===== src/rtl/regfile_arbiter_if.sv =====
// Bundle of every signal between the two requesters, the arbiter and the 8x16 register file.
//   req0_* / req1_*   : request handshake and fields from the core (0) and debug/loader (1) ports
//   rsp0_valid / rsp1_valid, rsp_data_a / rsp_data_b : one-cycle responses and shared captured data
//   rf_*              : register file address, write-enable and write-data pins, plus read data
// Modports: slave = the arbiter; master = requesters plus register file (environment side).
interface regfile_arbiter_if #(
  parameter int unsigned DATA_W = 16,
  parameter int unsigned ADDR_W = 3
);
  logic              req0_valid;
  logic              req0_ready;
  logic              req0_write;
  logic [ADDR_W-1:0] req0_addr_a;
  logic [ADDR_W-1:0] req0_addr_b;
  logic [DATA_W-1:0] req0_wdata;

  logic              req1_valid;
  logic              req1_ready;
  logic              req1_write;
  logic [ADDR_W-1:0] req1_addr_a;
  logic [ADDR_W-1:0] req1_addr_b;
  logic [DATA_W-1:0] req1_wdata;

  logic              rsp0_valid;
  logic              rsp1_valid;
  logic [DATA_W-1:0] rsp_data_a;
  logic [DATA_W-1:0] rsp_data_b;

  logic [ADDR_W-1:0] rf_address_a;
  logic [ADDR_W-1:0] rf_address_b;
  logic              rf_write_enable;
  logic [DATA_W-1:0] rf_write_data;
  logic [DATA_W-1:0] rf_data_a;
  logic [DATA_W-1:0] rf_data_b;

  modport slave (
    input  req0_valid, req0_write, req0_addr_a, req0_addr_b, req0_wdata,
    input  req1_valid, req1_write, req1_addr_a, req1_addr_b, req1_wdata,
    output req0_ready, req1_ready,
    output rsp0_valid, rsp1_valid, rsp_data_a, rsp_data_b,
    output rf_address_a, rf_address_b, rf_write_enable, rf_write_data,
    input  rf_data_a, rf_data_b
  );

  modport master (
    output req0_valid, req0_write, req0_addr_a, req0_addr_b, req0_wdata,
    output req1_valid, req1_write, req1_addr_a, req1_addr_b, req1_wdata,
    input  req0_ready, req1_ready,
    input  rsp0_valid, rsp1_valid, rsp_data_a, rsp_data_b,
    input  rf_address_a, rf_address_b, rf_write_enable, rf_write_data,
    output rf_data_a, rf_data_b
  );
endinterface


===== src/rtl/regfile_arbiter.sv =====
// Round-robin arbiter sharing one 8x16 register file between the core port (0) and the
// debug/loader port (1). One access per three cycles: IDLE (accept) -> ISSUE (drive rf pins,
// write on the falling edge) -> CAPTURE (rf read data valid) -> IDLE with a one-cycle response.
// Ports:
//   clk   : clock, rising-edge state updates
//   rst_n : asynchronous active-low reset
//   bus   : regfile_arbiter_if.slave carrying both request ports, the responses and rf pins
module regfile_arbiter #(
  parameter int unsigned DATA_W = 16,
  parameter int unsigned ADDR_W = 3
) (
  input logic             clk,
  input logic             rst_n,
  regfile_arbiter_if.slave bus
);

  typedef enum logic [1:0] {StIdle, StIssue, StCapture} state_e;

  state_e            state_q;
  logic              rr_ptr_q;
  logic              grant_q;
  logic [ADDR_W-1:0] addr_a_q;
  logic [ADDR_W-1:0] addr_b_q;
  logic              we_q;
  logic [DATA_W-1:0] wdata_q;
  logic              rsp0_q;
  logic              rsp1_q;
  logic [DATA_W-1:0] rsp_a_q;
  logic [DATA_W-1:0] rsp_b_q;

  logic              idle;
  logic              sel;
  logic              ready0;
  logic              ready1;
  logic              accept;
  logic              sel_write;
  logic [ADDR_W-1:0] sel_addr_a;
  logic [ADDR_W-1:0] sel_addr_b;
  logic [DATA_W-1:0] sel_wdata;

  assign idle = (state_q == StIdle);

  // A lone valid port wins outright; rr_ptr only breaks ties.
  always_comb begin
    sel = 1'b0;
    if (bus.req0_valid && bus.req1_valid) begin
      sel = rr_ptr_q;
    end else if (bus.req1_valid) begin
      sel = 1'b1;
    end
  end

  assign ready0 = idle & bus.req0_valid & ~sel;
  assign ready1 = idle & bus.req1_valid & sel;
  assign accept = ready0 | ready1;

  assign sel_write  = sel ? bus.req1_write  : bus.req0_write;
  assign sel_addr_a = sel ? bus.req1_addr_a : bus.req0_addr_a;
  assign sel_addr_b = sel ? bus.req1_addr_b : bus.req0_addr_b;
  assign sel_wdata  = sel ? bus.req1_wdata  : bus.req0_wdata;

  always_ff @(posedge clk or negedge rst_n) begin
    if (!rst_n) begin
      state_q  <= StIdle;
      rr_ptr_q <= 1'b0;
      grant_q  <= 1'b0;
      addr_a_q <= '0;
      addr_b_q <= '0;
      we_q     <= 1'b0;
      wdata_q  <= '0;
      rsp0_q   <= 1'b0;
      rsp1_q   <= 1'b0;
      rsp_a_q  <= '0;
      rsp_b_q  <= '0;
    end else begin
      rsp0_q <= 1'b0;
      rsp1_q <= 1'b0;
      unique case (state_q)
        StIdle: begin
          if (accept) begin
            grant_q  <= sel;
            addr_a_q <= sel_addr_a;
            addr_b_q <= sel_addr_b;
            we_q     <= sel_write;
            wdata_q  <= sel_wdata;
            rr_ptr_q <= ~sel;
            state_q  <= StIssue;
          end
        end
        StIssue: begin
          // Write (if any) happened on this cycle's falling edge; drop it before CAPTURE.
          we_q    <= 1'b0;
          state_q <= StCapture;
        end
        StCapture: begin
          rsp_a_q <= bus.rf_data_a;
          rsp_b_q <= bus.rf_data_b;
          rsp0_q  <= ~grant_q;
          rsp1_q  <= grant_q;
          state_q <= StIdle;
        end
        default: begin
          we_q    <= 1'b0;
          state_q <= StIdle;
        end
      endcase
    end
  end

  assign bus.req0_ready      = ready0;
  assign bus.req1_ready      = ready1;
  assign bus.rf_address_a    = addr_a_q;
  assign bus.rf_address_b    = addr_b_q;
  assign bus.rf_write_enable = we_q;
  assign bus.rf_write_data   = wdata_q;
  assign bus.rsp0_valid      = rsp0_q;
  assign bus.rsp1_valid      = rsp1_q;
  assign bus.rsp_data_a      = rsp_a_q;
  assign bus.rsp_data_b      = rsp_b_q;

endmodule


===== src/flat_wrapper.sv =====
// flat-port wrapper written by rule: the top's interface ports become plain ports
module regfile_arbiter_flat 
#(
  parameter int unsigned DATA_W = 16,
  parameter int unsigned ADDR_W = 3
)
  (clk, rst_n, bus_req0_valid, bus_req0_write, bus_req0_addr_a, bus_req0_addr_b, bus_req0_wdata, bus_req1_valid, bus_req1_write, bus_req1_addr_a, bus_req1_addr_b, bus_req1_wdata, bus_req0_ready, bus_req1_ready, bus_rsp0_valid, bus_rsp1_valid, bus_rsp_data_a, bus_rsp_data_b, bus_rf_address_a, bus_rf_address_b, bus_rf_write_enable, bus_rf_write_data, bus_rf_data_a, bus_rf_data_b);
  regfile_arbiter_if #(.DATA_W(DATA_W), .ADDR_W(ADDR_W)) bus_i ();
  input logic clk;
  input logic rst_n;
  input wire logic [$bits(bus_i.req0_valid)-1:0] bus_req0_valid;
  input wire logic [$bits(bus_i.req0_write)-1:0] bus_req0_write;
  input wire logic [$bits(bus_i.req0_addr_a)-1:0] bus_req0_addr_a;
  input wire logic [$bits(bus_i.req0_addr_b)-1:0] bus_req0_addr_b;
  input wire logic [$bits(bus_i.req0_wdata)-1:0] bus_req0_wdata;
  input wire logic [$bits(bus_i.req1_valid)-1:0] bus_req1_valid;
  input wire logic [$bits(bus_i.req1_write)-1:0] bus_req1_write;
  input wire logic [$bits(bus_i.req1_addr_a)-1:0] bus_req1_addr_a;
  input wire logic [$bits(bus_i.req1_addr_b)-1:0] bus_req1_addr_b;
  input wire logic [$bits(bus_i.req1_wdata)-1:0] bus_req1_wdata;
  output wire logic [$bits(bus_i.req0_ready)-1:0] bus_req0_ready;
  output wire logic [$bits(bus_i.req1_ready)-1:0] bus_req1_ready;
  output wire logic [$bits(bus_i.rsp0_valid)-1:0] bus_rsp0_valid;
  output wire logic [$bits(bus_i.rsp1_valid)-1:0] bus_rsp1_valid;
  output wire logic [$bits(bus_i.rsp_data_a)-1:0] bus_rsp_data_a;
  output wire logic [$bits(bus_i.rsp_data_b)-1:0] bus_rsp_data_b;
  output wire logic [$bits(bus_i.rf_address_a)-1:0] bus_rf_address_a;
  output wire logic [$bits(bus_i.rf_address_b)-1:0] bus_rf_address_b;
  output wire logic [$bits(bus_i.rf_write_enable)-1:0] bus_rf_write_enable;
  output wire logic [$bits(bus_i.rf_write_data)-1:0] bus_rf_write_data;
  input wire logic [$bits(bus_i.rf_data_a)-1:0] bus_rf_data_a;
  input wire logic [$bits(bus_i.rf_data_b)-1:0] bus_rf_data_b;
  assign bus_i.req0_valid = bus_req0_valid;
  assign bus_i.req0_write = bus_req0_write;
  assign bus_i.req0_addr_a = bus_req0_addr_a;
  assign bus_i.req0_addr_b = bus_req0_addr_b;
  assign bus_i.req0_wdata = bus_req0_wdata;
  assign bus_i.req1_valid = bus_req1_valid;
  assign bus_i.req1_write = bus_req1_write;
  assign bus_i.req1_addr_a = bus_req1_addr_a;
  assign bus_i.req1_addr_b = bus_req1_addr_b;
  assign bus_i.req1_wdata = bus_req1_wdata;
  assign bus_req0_ready = bus_i.req0_ready;
  assign bus_req1_ready = bus_i.req1_ready;
  assign bus_rsp0_valid = bus_i.rsp0_valid;
  assign bus_rsp1_valid = bus_i.rsp1_valid;
  assign bus_rsp_data_a = bus_i.rsp_data_a;
  assign bus_rsp_data_b = bus_i.rsp_data_b;
  assign bus_rf_address_a = bus_i.rf_address_a;
  assign bus_rf_address_b = bus_i.rf_address_b;
  assign bus_rf_write_enable = bus_i.rf_write_enable;
  assign bus_rf_write_data = bus_i.rf_write_data;
  assign bus_i.rf_data_a = bus_rf_data_a;
  assign bus_i.rf_data_b = bus_rf_data_b;
  regfile_arbiter #(.DATA_W(DATA_W), .ADDR_W(ADDR_W)) u_core (.clk(clk), .rst_n(rst_n), .bus(bus_i));
endmodule

===== config.mk =====
export PLATFORM = sky130hd
export DESIGN_NAME = regfile_arbiter_flat
export DESIGN_NICKNAME = d
export VERILOG_FILES = /design/src/rtl/regfile_arbiter_if.sv /design/src/rtl/regfile_arbiter.sv /design/src/flat_wrapper.sv
export SDC_FILE = /design/constraint.sdc
export NUM_CORES = 1
export LEC_CHECK = 0
export CAP_MARGIN = 10
export CELL_PAD_IN_SITES_DETAIL_PLACEMENT = 1
export CELL_PAD_IN_SITES_GLOBAL_PLACEMENT = 2
export CORE_MARGIN = 2
export CORE_UTILIZATION = 24
export CTS_BUF_LIST = sky130_fd_sc_hd__clkbuf_8
export DETAILED_ROUTE_END_ITERATION = 16
export PLACE_DENSITY = 0.94
export SYNTH_ARGS = -nofsm -noshare
export SYNTH_HDL_FRONTEND = slang
export SYNTH_SLANG_ARGS = --single-unit
export TNS_END_PERCENT = 30

===== constraint.sdc =====
create_clock -name clk -period 1.7 [get_ports clk]
set_clock_uncertainty 0.2 [all_clocks]
set_input_delay 0.17 -clock clk [delete_from_list [all_inputs] [get_ports clk]]
set_output_delay 0.17 -clock clk [all_outputs]
set_load 0.02 [all_outputs]

==> qor.csv, run 1 <==
metric;value;unit
Avg Cell Area, Syn;14.4;um^2
drt total wl;7410;um
TritonCTS clock tree;built;
Final Hold Vio Count;0;
DRC viols;0;
die area;11200;um^2
endpoints failing setup;0;
vias in the first global route;2335;
antenna violations before repair;0;
largest net degree at the start of global routing;62;
fmax;0.607;GHz
fill count;1082;
Die Wd;106;um
Worst Setup Start Kind;flop;
crit-path cells;clkdlybuf4s50_1;
fin cells;458;
delay of the slowest critical-path stage;0.61;ns
clock share of power;15.1;%
Hold WC Path Type;primary input to async pin;
gr usage total;14.1;%
Internal;4.80;mW
WP data required;1.33;ns
Worst-Skew Late Latency;0.33;ns
worst slew pin tran;0.330;ns
Worst Path Arrival;1.28;ns
Setup TNS Final;0;ns
Synth Register Bits;61;
Setup CP Type;flop to output pin;
post-DP HPWL;5320;um
Max-slew headroom;78.0;%
Synth area leader;dfrtp_1;
nets@finish;400;
Ports;141;
CTS clk-pin slew, worst paths;0.07;ns
share of cells above drive strength 1;9.94;%
Pre-antenna DRT Iters;4;
Cell Area, Synth;2480;um^2
RSZ-0062 raised after global routing;no;
status;finished, final reports clean;
dpl ws;-0.157;ns
most frequent cells in the layout;clkdlybuf4s50_1, dfrtp_1, dlymetal6s2s_1;
clk sinks;61;
Pwr Total;7.66;mW
top cell type's share of synthesized area;61.5;%
via count;2015;
Ys Warns;0;
Fin Hold WS;0.212;ns
post-route ant nets;0;
met1 usage;16.1;%
vias per cell;4.40;
DR iter-0 viols;59;
met3 GRT Util;5.81;%
Seq/Total Area, Yosys;61.5;%
Multi-input gate area;858;um^2
slowest cell on the critical path;clkdlybuf4s50_1;
met2 usage;22.8;%
placed inst area;4060;um^2
most common cell after layout, fill and taps aside;clkdlybuf4s50_1;
total global routing overflow;0;
CTS Root Cell;clkbuf_8;
Netlist cell types;20;
GR peak layer;met2;
Core Box Area;10200;um^2
sequential power share;33.2;%
global-route wire length before repair;12200;um
top cells by area, synth;dfrtp_1, mux2_1, a221o_1;
Comb pwr share;51.7;%
Setup WS post-layout;0.0525;ns
fin. max-slew vios;0;
MaxCap Viol Count;0;
Syn Inst Count;172;
switch share;37.3;%
Die Y;106;um
total CTS buffers;9;
clk buf depth;2;
Leak;2.15;nW
minimum period implied by the final worst setup slack;1.65;ns
IR Drop Worst-Case VDD;1.02;mV
Initial Utilization;24.4;%
endpoint class of the critical path;output pin;
Mapped Nets;254;
Worst path top cell family by delay;buffers and inverters;
Area growth, synth to finish;74.1;%
design area;4320;um^2
Final period util;96.9;%
Finished Core Util;42.4;%
GP Congestion;0.683;
CP bufs+invs;1;
Rows;37;
H-tree depth;3;
I/O Buffers;140;
power per cell area;1770;nW/um^2
WL/cell;16.2;um
Psw;2.86;mW
ANT cells;0;
dpl cells;442;
register area;1530;um^2
Crit Path Max Fanout;2;
kinds of logic after synthesis:
kind of cell / synth area share, %
DFF: 61.5
muxes: 14.5
buffers and inverters: 4.23
and+or+nand+nor: 3.23
AOI/OAI and AO/OA: 16.5
power groups by stage:
stage          Combinational [mW]  Clock (mW)  Sequential (mW)
2_1_floorplan                1.36           0             3.38
3_3_place_gp                 4.08           0             2.54
3_5_place_dp                 4.21           0             2.59
4_1_cts                      4.12        1.22             2.57
5_1_grt                      4.25        1.28             2.66
6_report                     3.96        1.16             2.54
synth_stat cells, drive strengths merged:
cell type and count:
buf 11, mux2 32, nand2 1, clkbuf 4, a21boi 22, dfrtp 61, or2 1, inv 2
nand2b 3, nor2b 1, and3 2, a221o 23, a21oi 3, nor2 5, and2 1
registers in the layout, summed over array words and instances, names as in the netlist, 2 cells and up:
| name | count |
|---|---|
| u_core.bus.rf_write_data | 16 |
| u_core.bus.rsp_data_a | 16 |
| u_core.bus.rsp_data_b | 16 |
| u_core.bus.rf_address_a | 3 |
| u_core.bus.rf_address_b | 3 |
| u_core.state_q | 2 |
per-layer routing:
metal | vias to the layer above | share of wire (%)
met2 | 99 | 48
met3 | 12 | 9.5
met1 | 979 | 41
met4 | 0 | 2.1
li1 | 925 | -
met5 | - | 0
layout make-up:
| class | instances | share of cell area [%] |
|---|---|---|
| sequential | 61 | 35.3 |
| inverter | 2 | 0.174 |
| multi-input combinational | 94 | 19.9 |
| timing repair buffer | 150 | 36.6 |
| tap | 136 | 3.94 |
| clock buffer | 12 | 3.82 |
| clock inverter | 3 | 0.290 |
what timing repair did:
item / 4_1_cts / 5_1_grt
endpoints found under the hold margin: 61 / 0
hold buffers: 1 / 0
resized for setup: 19 / 37
setup buffers: 0 / 0
setup endpoints to repair: 12 / 37
pin swaps: 0 / 0
final timing paths:
check | cells past startpoint | startpoint | slack [ns] | end
max | 1 | u_core.bus.rsp_data_a[12] | 0.05 | bus_rsp_data_a[12]
min | 3 | rst_n | 0.21 | u_core.bus.rsp_data_b[0]
max reg2reg | 4 | u_core.rr_ptr_q | 0.08 | u_core.bus.rf_write_data[15]
min reg2reg | 1 | u_core.grant_q | 0.26 | u_core.bus.rsp0_valid
max in group asynchronous | 3 | rst_n | 0.81 | u_core.bus.rsp1_valid
min in group clk | 2 | bus_rf_data_b[5] | 0.23 | u_core.bus.rsp_data_b[5]
(Power assumes the default switching activity.)
==> run 2: changes to the inputs <==
Settings changed: CAP_MARGIN 10 to unset, GPL_ROUTABILITY_DRIVEN set to 0.
==> results of run 2 <==
No change in the layout: final DEF, timing and power equal those of run 1.
==> run 3: changes to the inputs <==
Settings changed: CTS_CLUSTER_DIAMETER set to 200.
==> results of run 3 <==
No change in the layout: final DEF, timing and power equal those of run 1.
